## config.mk

```make
export PLATFORM = sky130hd
export DESIGN_NAME = nibble_serial_add_ctrl_flat
export DESIGN_NICKNAME = d
export VERILOG_FILES = /design/src/rtl/nibble_serial_add_ctrl_if.sv /design/src/rtl/nibble_serial_add_ctrl.sv /design/src/flat_wrapper.sv
export SDC_FILE = /design/constraint.sdc
export NUM_CORES = 1
export LEC_CHECK = 0
export CAP_MARGIN = 20
export CORE_MARGIN = 8
export CORE_UTILIZATION = 52
export DETAILED_ROUTE_END_ITERATION = 8
export PLACE_DENSITY = 0.85
export SETUP_SLACK_MARGIN = 0.3
export SYNTH_ARGS = -nofsm -noshare
export SYNTH_HDL_FRONTEND = slang
export SYNTH_SLANG_ARGS = --single-unit
```

## constraint.sdc

```tcl
create_clock -name clk -period 2.9 [get_ports clk]
set_input_delay 0.87 -clock clk [delete_from_list [all_inputs] [get_ports clk]]
set_output_delay 0.87 -clock clk [all_outputs]
set_load 0.005 [all_outputs]
```

## src/rtl/nibble_serial_add_ctrl_if.sv

```systemverilog
// Request/result handshake bundle for nibble_serial_add_ctrl.
// master = requesting unit, slave = the controller.
interface nibble_serial_add_ctrl_if #(
  parameter int unsigned NIBBLES = 4
);
  localparam int unsigned W = 4 * NIBBLES;

  logic         in_valid;
  logic         in_ready;
  logic [W-1:0] in_a;
  logic [W-1:0] in_b;
  logic         in_cin;
  logic         in_sub;
  logic         out_valid;
  logic         out_ready;
  logic [W-1:0] out_sum;
  logic         out_cout;
  logic         out_ovf;

  modport master (
    output in_valid, in_a, in_b, in_cin, in_sub, out_ready,
    input  in_ready, out_valid, out_sum, out_cout, out_ovf
  );

  modport slave (
    input  in_valid, in_a, in_b, in_cin, in_sub, out_ready,
    output in_ready, out_valid, out_sum, out_cout, out_ovf
  );
endinterface

```

## src/rtl/nibble_serial_add_ctrl.sv

```systemverilog
// Wide add/subtract performed one nibble per cycle on an external shared
// 4-bit adder, with the carry chained through a register between nibbles.
module nibble_serial_add_ctrl #(
  parameter int unsigned NIBBLES = 4
) (
  input  logic                     clk,
  input  logic                     rst,
  nibble_serial_add_ctrl_if.slave  io,
  output logic [3:0]               add_x,
  output logic [3:0]               add_y,
  output logic                     add_cin,
  input  logic [3:0]               add_sum,
  input  logic                     add_cout
);
  localparam int unsigned W  = 4 * NIBBLES;
  localparam int unsigned IW = $clog2(NIBBLES);
  localparam logic [IW-1:0] LAST = IW'(NIBBLES - 1);

  typedef enum logic [1:0] {IDLE, RUN, DONE} state_e;

  state_e        state_q, state_d;
  logic [W-1:0]  a_q, a_d;
  logic [W-1:0]  b_q, b_d;
  logic [W-1:0]  sum_q, sum_d;
  logic [IW-1:0] idx_q, idx_d;
  logic          carry_q, carry_d;
  logic          in_ready_q, in_ready_d;
  logic          out_valid_q, out_valid_d;
  logic          cout_q, cout_d;
  logic          ovf_q, ovf_d;

  always_comb begin
    state_d     = state_q;
    a_d         = a_q;
    b_d         = b_q;
    sum_d       = sum_q;
    idx_d       = idx_q;
    carry_d     = carry_q;
    in_ready_d  = in_ready_q;
    out_valid_d = out_valid_q;
    cout_d      = cout_q;
    ovf_d       = ovf_q;
    add_x       = '0;
    add_y       = '0;
    add_cin     = 1'b0;

    case (state_q)
      IDLE: begin
        if (io.in_valid) begin
          a_d        = io.in_a;
          b_d        = io.in_sub ? ~io.in_b : io.in_b;
          carry_d    = io.in_sub | io.in_cin;
          idx_d      = '0;
          in_ready_d = 1'b0;
          state_d    = RUN;
        end
      end
      RUN: begin
        add_x   = a_q[{idx_q, 2'b00} +: 4];
        add_y   = b_q[{idx_q, 2'b00} +: 4];
        add_cin = carry_q;
        sum_d[{idx_q, 2'b00} +: 4] = add_sum;
        carry_d = add_cout;
        if (idx_q == LAST) begin
          // Flags come from the live top-nibble adder response so they are
          // registered together with the final sum nibble.
          state_d     = DONE;
          out_valid_d = 1'b1;
          cout_d      = add_cout;
          ovf_d       = (a_q[W-1] == b_q[W-1]) && (add_sum[3] != a_q[W-1]);
        end else begin
          idx_d = idx_q + 1'b1;
        end
      end
      DONE: begin
        if (io.out_ready) begin
          out_valid_d = 1'b0;
          in_ready_d  = 1'b1;
          state_d     = IDLE;
        end
      end
      default: begin
        state_d = IDLE;
      end
    endcase
  end

  always_ff @(posedge clk) begin
    if (rst) begin
      state_q     <= IDLE;
      a_q         <= '0;
      b_q         <= '0;
      sum_q       <= '0;
      idx_q       <= '0;
      carry_q     <= 1'b0;
      in_ready_q  <= 1'b1;
      out_valid_q <= 1'b0;
      cout_q      <= 1'b0;
      ovf_q       <= 1'b0;
    end else begin
      state_q     <= state_d;
      a_q         <= a_d;
      b_q         <= b_d;
      sum_q       <= sum_d;
      idx_q       <= idx_d;
      carry_q     <= carry_d;
      in_ready_q  <= in_ready_d;
      out_valid_q <= out_valid_d;
      cout_q      <= cout_d;
      ovf_q       <= ovf_d;
    end
  end

  assign io.in_ready  = in_ready_q;
  assign io.out_valid = out_valid_q;
  assign io.out_sum   = sum_q;
  assign io.out_cout  = cout_q;
  assign io.out_ovf   = ovf_q;
endmodule
```

## src/flat_wrapper.sv

```systemverilog
// flat-port wrapper written by rule: the top's interface ports become plain ports
module nibble_serial_add_ctrl_flat 
#(
  parameter int unsigned NIBBLES = 4
)
  (clk, rst, add_x, add_y, add_cin, add_sum, add_cout, io_in_valid, io_in_a, io_in_b, io_in_cin, io_in_sub, io_out_ready, io_in_ready, io_out_valid, io_out_sum, io_out_cout, io_out_ovf);
  nibble_serial_add_ctrl_if #(.NIBBLES(NIBBLES)) io_i ();
  input  logic clk;
  input  logic rst;
  output logic [3:0] add_x;
  output logic [3:0] add_y;
  output logic add_cin;
  input  logic [3:0] add_sum;
  input  logic add_cout;
  input wire logic [$bits(io_i.in_valid)-1:0] io_in_valid;
  input wire logic [$bits(io_i.in_a)-1:0] io_in_a;
  input wire logic [$bits(io_i.in_b)-1:0] io_in_b;
  input wire logic [$bits(io_i.in_cin)-1:0] io_in_cin;
  input wire logic [$bits(io_i.in_sub)-1:0] io_in_sub;
  input wire logic [$bits(io_i.out_ready)-1:0] io_out_ready;
  output wire logic [$bits(io_i.in_ready)-1:0] io_in_ready;
  output wire logic [$bits(io_i.out_valid)-1:0] io_out_valid;
  output wire logic [$bits(io_i.out_sum)-1:0] io_out_sum;
  output wire logic [$bits(io_i.out_cout)-1:0] io_out_cout;
  output wire logic [$bits(io_i.out_ovf)-1:0] io_out_ovf;
  assign io_i.in_valid = io_in_valid;
  assign io_i.in_a = io_in_a;
  assign io_i.in_b = io_in_b;
  assign io_i.in_cin = io_in_cin;
  assign io_i.in_sub = io_in_sub;
  assign io_i.out_ready = io_out_ready;
  assign io_in_ready = io_i.in_ready;
  assign io_out_valid = io_i.out_valid;
  assign io_out_sum = io_i.out_sum;
  assign io_out_cout = io_i.out_cout;
  assign io_out_ovf = io_i.out_ovf;
  nibble_serial_add_ctrl #(.NIBBLES(NIBBLES)) u_core (.clk(clk), .rst(rst), .io(io_i), .add_x(add_x), .add_y(add_y), .add_cin(add_cin), .add_sum(add_sum), .add_cout(add_cout));
endmodule
```

==> results_dict.tcl, run 1 <==
set metrics [dict create \
    wirelength_mm 6.771 \
    wl_per_cell_microns 15.46 \
    synthCells 288 \
    regToRegStartpoint "u_core.idx_q[0]" \
    leakagePower_uw 0.001339 \
    crit_type "flop to output port" \
    grt_pass1_vias 2397 \
    tightest_slew_ps 618.2 \
    p_per_area_nw_per_um2 522.1 \
    cp_slowest_cell "mux4_2" \
    whs_path_depth 2 \
    maxSlewViolCount 0 \
    slowest_delay_ps 480 \
    clk_path_buf_depth 2 \
    critPathLaunchType "flop" \
    gp_congestion 0.8133 \
    cts_max_level 3 \
    core_sq_um 5010 \
    arrival_ps 1700 \
    dieArea_sq_um 7655 \
    synth_area_per_cell_sq_um 9.228 \
    cap_violations 0 \
    synth_area_sq_um 2658 \
    clk_latency_ps 340 \
    path_clk_slew_ps 60 \
    required_ps 2030 \
    ys_warn_count 0 \
    vdd_drop_max_v 0.0003408 \
    initial_core_util 0.5305 \
    fp.dieH_microns 87.49 \
    setup_viol_count_final 0 \
    seq_area_frac_synth 0.4294 \
    min-delay-start "u_core.io.out_cout" \
    hold_viol_final 0 \
    num_rows 26 \
    drc 0 \
    areaGrowthSynthToFinish_pct 36.39 \
    fp.dieW_microns 87.49 \
    cts_tree "yes" \
    worstReg2RegEnd "u_core.io.out_sum[0]" \
    track_usage 0.1883 \
    pre_cts_slack_ps 341.1 \
    ios 72 \
    drive_above_1_share 0.1549 \
    ff2ff_path_depth 8 \
    vias 2358 \
    grt_pass1_wl_mm 10.96 \
    synth-seq-cells 57 \
    clkSinkCount 57 \
    dr.pass1.iters 4 \
    slew_headroom 0.5878 \
    final_antenna_net_count 0 \
    yosysUniqueCellTypes 36 \
    min_period_ps 2571 \
    mostFrequentLayoutCells "62 x clkdlybuf4s50_1, 56 x dfxtp_1, 44 x nand2_1, 30 x a21oi_1, 24 x nor2_1" \
    min_path_type "flop to flop" \
    reg2reg_slack_ps 960 \
    grt-ovfl-total 0 \
    cp_cell_sequence "buf_6, buf_6, mux4_2, and2_1, buf_2" \
    antennaDiodeCount 0 \
    worst-path-max-fanout 4 \
    grt_start_max_net_pins 49 \
    worstHoldEndpoint "u_core.io.out_cout" \
    hpwlAfterDp_mm 4.604 \
    final_nets 413 \
    max_freq_ghz 0.3889 \
    status "finished clean" \
    grt_antenna_before_repair 0 \
    fin_setup_tns_ps 0 \
    mostFrequentLayoutCell "clkdlybuf4s50_1" \
    via_per_inst 5.384 \
    io_buffer_count 71 \
    critPathCaptureType "output port" \
    drt_iter0_markers 141 \
    min_period_over_period 0.8866 \
    cpMostUsedCell "buf_6" \
    synth.net_count 336 \
    cts-buffers-inserted 9 \
    setup_ws_ps 328.8 \
    cts_root_buf "clkbuf_8" \
    grt_setup_unrepaired "yes" \
    finClkSkew_ps 7.935 \
]
==> flip-flops by register name, indices dropped and copies added, names as in the netlist <==
name,cells
u_core.a_q,16
u_core.b_q,16
u_core.io.out_sum,16
u_core.idx_q,2
u_core.state_q,2
u_core.carry_q,1
u_core.io.in_ready,1
u_core.io.out_cout,1
u_core.io.out_ovf,1
u_core.io.out_valid,1
==> worst max-delay path by stage <==
stage	cells past startpoint	start	slack (ps)	endpoint
3_5_place_dp	4	u_core.idx_q[0]	340	add_x[3]
5_1_grt	5	u_core.idx_q[0]	270	add_x[3]
6_report	5	u_core.idx_q[0]	330	add_x[3]
2_1_floorplan	4	u_core.idx_q[0]	770	add_y[0]
4_1_cts	4	u_core.state_q[1]	300	add_cin
3_3_place_gp	4	u_core.idx_q[0]	370	add_x[3]
==> cells in the mapped netlist <==
library cell | number | area (sq um)
o221a_2 | 1 | 11.26
nor4b_4 | 1 | 23.77
and2_1 | 8 | 50.05
nand3b_1 | 4 | 30.03
ha_1 | 5 | 62.56
a21oi_1 | 30 | 150.1
nand2b_1 | 2 | 12.51
o211ai_1 | 1 | 7.510
and3b_1 | 3 | 26.28
buf_1 | 1 | 3.750
nand4_1 | 2 | 12.51
nor3b_2 | 1 | 12.51
o2111ai_2 | 1 | 15.01
buf_6 | 4 | 45.04
buf_4 | 3 | 22.52
nor3_1 | 1 | 5.000
xnor2_1 | 16 | 140.1
buf_2 | 7 | 35.03
mux4_2 | 4 | 90.09
and2b_1 | 1 | 7.510
nand3_1 | 5 | 25.02
clkbuf_1 | 7 | 26.28
a211oi_1 | 16 | 120.1
mux4_1 | 4 | 105.1
a32oi_1 | 4 | 35.03
and4bb_2 | 1 | 12.51
nor2_1 | 24 | 90.09
o41ai_1 | 1 | 8.760
dfxtp_1 | 57 | 1141
or3b_1 | 1 | 8.760
o32ai_1 | 8 | 70.07
o21ai_0 | 4 | 20.02
nor2b_1 | 1 | 6.260
nand2_1 | 44 | 165.2
nor3b_1 | 1 | 7.510
inv_1 | 14 | 52.55
==> logic make-up after synthesis <==
kind of cell,after synthesis,share of synthesized area
AND/OR/NAND/NOR,100,0.1864
AO/OA/AOI/OAI,66,0.1648
flip-flops,57,0.4294
buffers and inverters,36,0.06968
XOR/XNOR,16,0.05273
multiplexers,8,0.07345
adder cells (fa/ha/maj),5,0.02354
==> stage by stage <==
step	util	area, sq um	power, uW	instances	hold slack (ps)
after floorplan	-	2658	1047	288	431.5
after global placement	0.6796	3405	1155	416	441.8
after detailed placement	0.6796	3405	1165	416	444.3
after CTS	0.7245	3630	1894	437	457.3
after global routing	0.7235	3625	1968	438	474.9
final	0.7235	3625	1892	438	452.6
==> metal layers <==
layer	vias up	global-route usage	routed length, microns	share of wire
met5	-	0	0	0
met4	0	0.1078	152	0.022
met3	15	0.05849	519	0.077
met2	100	0.3209	3406	0.50
met1	1090	0.2003	2693	0.40
li1	1153	-	-	-
==> worst max-delay path, delay by kind of cell, from the launching register on <==
family / cells / cell delay (ps)
buffers and inverters: 3 / 350
DFF: 1 / 360
muxes: 1 / 480
and+or+nand+nor: 1 / 160
==> what timing repair did <==
action,in CTS,in global routing
endpoints found under the setup margin,8,8
cloned,0,0
resized for setup,36,6
setup buffers,7,1
hold buffers,0,0
==> power by group <==
part           internal [uW]  switching [uW]
clock network            405             312
registers                828            25.6
logic                    174             148
total                   1410             486
==> area by class of cell <==
class,instances,area (sq um)
Fill cell,404,1385
Multi-Input combinational cell,195,1335
Sequential cell,57,1142
Timing Repair Buffer,88,824.5
Clock buffer,10,137.6
Tap cell,70,87.58
Inverter,14,52.55
Clock inverter,4,45.04
Note: power is estimated with default switching activity, not from simulation.
==> run 2, diff against run 1 <==
CORE_UTILIZATION = 27   (was 52)
PLACE_DENSITY = unset   (was 0.85)
==> run 2 against run 1 <==
Setup slack better by 5.0 ps. Utilization down 34 points. Clock skew down 2.1 ps. Critical path depth unchanged. Register-to-register slack better by 190 ps. Cell count up 15%. First-iteration DRC count down 19%. Hold slack better by 4.2 ps. Combinational power about the same.
==> results_dict.tcl, run 2 (same netlist as run 1, synthesis figures left out) <==
set metrics [dict create \
    status "finished clean" \
    critPathCaptureType "output port" \
    hold-worst-slack_ps 456.8 \
    dieArea_sq_um 13270 \
    drc 0 \
    cts_tree "yes" \
    grt_pass1_vias 2479 \
    grt_setup_unrepaired "yes" \
    reg2reg_slack_ps 1150 \
    antennaDiodeCount 0 \
    regToRegStartpoint "u_core.idx_q[0]" \
    drive_above_1_share 0.1644 \
    wl_per_cell_microns 14.33 \
    instances_no_fill 504 \
    worstHoldEndpoint "u_core.a_q[2]" \
    power.switching_uw 478.9 \
    slew_headroom 0.5963 \
    fp.dieW_microns 115.2 \
    mostFrequentLayoutCell "clkdlybuf4s50_1" \
    min_period_ps 2566 \
    max_freq_ghz 0.3897 \
    grt_antenna_before_repair 0 \
    fp.dieH_microns 115.2 \
    initial_core_util 0.2744 \
    crit_type "flop to output port" \
    dr.pass1.iters 4 \
    required_ps 2030 \
    maxSlewViolCount 0 \
    grt-ovfl-total 0 \
    whs_path_depth 2 \
    fin_setup_tns_ps 0 \
    via_per_inst 4.685 \
    pwr-share-seq 0.464 \
    clk_latency_ps 340 \
    ff2ff_path_depth 7 \
    min_period_over_period 0.8849 \
    min_path_type "flop to flop" \
    clkPwrFrac 0.359 \
    areaGrowthSynthToFinish_pct 40.21 \
    clk_path_buf_depth 2 \
    dp_cells 479 \
    clkSinkCount 57 \
    finClkSkew_ps 5.874 \
    hold_viol_final 0 \
    cap_violations 0 \
    track_usage 0.1161 \
    grt_start_max_net_pins 49 \
    io_buffer_count 71 \
    gp_congestion 0.7226 \
    drt_iter0_markers 114 \
    mostFrequentLayoutCells "62 x clkdlybuf4s50_1, 56 x dfxtp_1, 44 x nand2_1, 30 x a21oi_1, 24 x nor2_1" \
    final_nets 414 \
    worstReg2RegEnd "u_core.io.out_sum[0]" \
    internal_power_uw 1358 \
    critPathLaunchType "flop" \
    core_sq_um 9684 \
    arrival_ps 1700 \
    hpwlAfterDp_mm 5.112 \
    cts-buffers-inserted 9 \
    power_switching_share 0.2607 \
    vias 2361 \
    cts_root_buf "clkbuf_8" \
    leakagePower_uw 0.001348 \
    cts_max_level 3 \
    tightest_slew_ps 605.5 \
    min-delay-start "u_core.a_q[2]" \
    final_antenna_net_count 0 \
    wirelength_mm 7.221 \
    vdd_drop_max_v 0.0002220 \
    path_clk_slew_ps 60 \
    grt_pass1_wl_mm 11.93 \
    worst-path-max-fanout 5 \
    ios 72 \
    p_comb_frac 0.177 \
    p_per_area_nw_per_um2 493.0 \
    setup_viol_count_final 0 \
    num_rows 36 \
]
==> run 2: changes by cell type in the layout (fill, tap and decap cells not counted) <==
| cell | change |
|---|---|
| buf_2 | +1 |
| bufinv_16 | -1 |
| and2_1 | -4 |
| buf_6 | +1 |
| buf_4 | +1 |
| clkbuf_2 | -3 |
| dfxtp_4 | +1 |
| clkbuf_1 | +2 |
| clkdlybuf4s15_1 | +1 |
| clkbuf_8 | +1 |
| dfxtp_2 | -1 |
| and2_4 | +4 |
==> run 2: through the flow <==
step / cell area (sq um) / setup slack (ps) / power, uW / utilization
after CTS: 3715 / 309.7 / 1852 / 0.3836
after floorplan: 2658 / 772.9 / 1047 / -
after detailed placement: 3483 / 324.1 / 1171 / 0.3597
final: 3726 / 333.8 / 1837 / 0.3848
after global routing: 3726 / 264.7 / 1932 / 0.3848
after global placement: 3483 / 322.5 / 1165 / 0.3597
==> run 2: final cells by class <==
cell class / count / area [sq um]
clock buffers: 13 / 158.9
clock inverters: 3 / 15.01
repair buffers: 89 / 843.3
flip-flops and latches: 57 / 1145
inverters: 14 / 52.55
multi-input cells: 195 / 1345
fillers: 991 / 5958
well taps: 133 / 166.4
==> run 2: critical path, cell delays in order (launching register included) <==
cell	delay, ps
dfxtp_4	360
buf_6	120
buf_4	110
mux4_2	480
and2_4	170
buf_2	120
==> run 2: what timing repair did <==
item | CTS | global route
hold buffers | 0 | 0
gates cloned | 1 | 0
endpoints found under the setup margin | 9 | 7
pin swaps | 0 | 0
gates resized for setup | 45 | 5
setup buffers | 8 | 0
==> run 2: worst max path at each step <==
stage / from / end / slack, ps / cells after the start
finish: u_core.idx_q[0] / add_y[3] / 330 / 5
global route: u_core.idx_q[0] / add_y[0] / 260 / 5
CTS: u_core.state_q[1] / add_cin / 310 / 4
detailed placement: u_core.idx_q[0] / add_x[1] / 320 / 4
global placement: u_core.idx_q[0] / add_x[0] / 320 / 4
floorplan: u_core.idx_q[0] / add_y[0] / 770 / 4
==> run 2: metal layers <==
| metal | up-vias | global-route usage | part of all wire |
|---|---|---|---|
| met3 | 14 | 0.04989 | 0.083 |
| met2 | 85 | 0.1859 | 0.45 |
| met5 | - | 0 | 0 |
| met1 | 1097 | 0.1334 | 0.45 |
| met4 | 0 | 0.04729 | 0.020 |
| li1 | 1165 | - | - |
==> run 2: power by group through the flow <==
stage	combinational (uW)	clock [uW]	sequential, uW
2_1_floorplan	185	0	862
3_5_place_dp	305	0	867
6_report	325	660	852
5_1_grt	358	716	857
4_1_cts	326	674	852
3_3_place_gp	300	0	865
==> run 3, diff against run 2 <==
clock period = 2.1 ns   (was 2.9 ns; I/O delays follow)
==> run 3 against run 2 <==
The flow now finishes with violations (negative setup slack). Clock skew shrank 1.8 ps. Die area stayed put. Routed wire length up 4.5%. Final area grew 5.9%. Sequential cell count stayed put. Critical endpoint is now add_x[2]. Largest cell class unchanged. Highest routed layer unchanged.
==> results_dict.tcl, run 3 (same netlist as run 1, synthesis figures left out) <==
set metrics [dict create \
    crit_type "flop to output port" \
    dieArea_sq_um 13270 \
    core_sq_um 9684 \
    via_per_inst 4.565 \
    leakagePower_uw 0.001552 \
    critPathLaunchType "flop" \
    clk_latency_ps 330 \
    hpwlAfterDp_mm 5.157 \
    min_period_over_period 1.102 \
    num_rows 36 \
    whs_path_depth 2 \
    reg2reg_slack_ps 310 \
    dr.pass1.iters 4 \
    final_antenna_net_count 0 \
    instances_no_fill 515 \
    cap_violations 0 \
    grt_setup_unrepaired "yes" \
    worstReg2RegEnd "u_core.io.out_sum[2]" \
    vdd_drop_max_v 0.0003885 \
    clk_path_buf_depth 2 \
    grt_pass1_wl_mm 12.09 \
    ios 72 \
    max_freq_ghz 0.4322 \
    track_usage 0.1166 \
    min_path_type "flop to flop" \
    cts-buffers-inserted 9 \
    cpMostUsedCell "buf_6" \
    mostFrequentLayoutCell "dfxtp_1" \
    fin_setup_tns_ps -1513 \
    areaGrowthSynthToFinish_pct 48.49 \
    slowest_delay_ps 480 \
    status "complete, but fails checks" \
    cts_hold_buf 0 \
    path_clk_slew_ps 70 \
    critPathCaptureType "output port" \
    fp.dieH_microns 115.2 \
    min-delay-start "u_core.a_q[10]" \
    io_buffer_count 71 \
    cts_max_level 3 \
    violations "negative setup slack" \
    worst-path-max-fanout 5 \
    required_ps 1470 \
    grt_antenna_before_repair 0 \
    pre_cts_slack_ps -275.7 \
    final_nets 425 \
    mostFrequentLayoutCells "56 x dfxtp_1, 44 x nand2_1, 40 x clkdlybuf4s50_1, 28 x a21oi_1, 23 x nor2_1" \
    slew_headroom 0.7266 \
    drive_above_1_share 0.2068 \
    worstHoldEndpoint "u_core.a_q[10]" \
    initial_core_util 0.2744 \
    gp_congestion 0.7259 \
    hold_viol_final 0 \
    cp_slowest_cell "mux4_2" \
    cts_tree "yes" \
    vias 2351 \
    grt_start_max_net_pins 49 \
    cts_root_buf "clkbuf_8" \
    grt_pass1_vias 2422 \
    setup_viol_count_final 8 \
    grt-ovfl-total 0 \
    cp_cell_sequence "buf_6, buf_6, mux4_2, and2_4, buf_6" \
    ff2ff_path_depth 8 \
    wirelength_mm 7.543 \
    fp.dieW_microns 115.2 \
    wl_per_cell_microns 14.65 \
    arrival_ps 1680 \
    setup_ws_ps -213.9 \
    tightest_slew_ps 410.1 \
    drt_iter0_markers 65 \
    min_period_ps 2314 \
    regToRegStartpoint "u_core.idx_q[0]" \
    clkSinkCount 57 \
    p_per_area_nw_per_um2 718.0 \
    dp_cells 485 \
    maxSlewViolCount 0 \
    drc 0 \
    finClkSkew_ps 4.088 \
    antennaDiodeCount 0 \
]
==> run 3: cell types whose count changed in the layout (fill, tap and decap cells not counted), moves of 4 or more <==
cell,delta
buf_4,+8
buf_6,+4
clkdlybuf4s50_1,-22
dlygate4sd2_1,+20
==> run 3: layer usage <==
| metal | vias up | wire (microns) | global-route usage | part of all wire |
|---|---|---|---|---|
| met4 | 0 | 65 | 0.02890 | 0.0086 |
| met5 | - | 0 | 0 | 0 |
| met1 | 1101 | 3362 | 0.1327 | 0.45 |
| li1 | 1183 | - | - | - |
| met2 | 62 | 3595 | 0.1949 | 0.48 |
| met3 | 5 | 521 | 0.05200 | 0.069 |
==> run 3: timing repair <==
item                                    4_1_cts  5_1_grt
buffers inserted                              8        5
cloned                                        0        1
resized for setup                            72       10
endpoints found under the setup margin       37       52
pin swaps                                     1        8
==> run 3: metrics by stage <==
stage / power (uW) / utilization / instance area [sq um] / hold WS [ps]
final: 2833 / 0.4075 / 3946 / 453.8
after global routing: 2975 / 0.4075 / 3946 / 478.9
after CTS: 2849 / 0.3965 / 3840 / 454.2
after detailed placement: 1635 / 0.3668 / 3552 / 444.5
after global placement: 1627 / 0.3668 / 3552 / 439.7
after floorplan: 1451 / - / 2673 / 431.5
==> run 3: cell type report <==
type	instances	area (sq um)
Inverter	14	55.05
Tap cell	133	166.4
Fill cell	994	5738
Clock buffer	12	155.1
Multi-Input combinational cell	195	1398
Clock inverter	4	75.07
Timing Repair Buffer	100	952.2
Sequential cell	57	1145
==> run 3: where the power goes <==
part	switching, uW	leakage, uW	internal [uW]
sequential	32.2	0.000468	1140
clock	446	0.000109	733
combinational	214	0.000976	266
==> run 3: worst max-delay path, delay by kind of cell, from the launching register on <==
kind | cells | cell delay, ps
DFF | 1 | 390
and+or+nand+nor | 1 | 150
muxes | 1 | 480
buffers and inverters | 3 | 330
==> run 3: how the worst max path moves through the flow <==
stage               cells past startpoint       end             from
floorplan                               4  add_y[0]  u_core.idx_q[0]
global placement                        3  add_y[3]  u_core.idx_q[0]
detailed placement                      3  add_x[3]  u_core.idx_q[0]
CTS                                     5  add_x[2]  u_core.idx_q[0]
global route                            5  add_x[2]  u_core.idx_q[0]
finish                                  5  add_x[2]  u_core.idx_q[0]
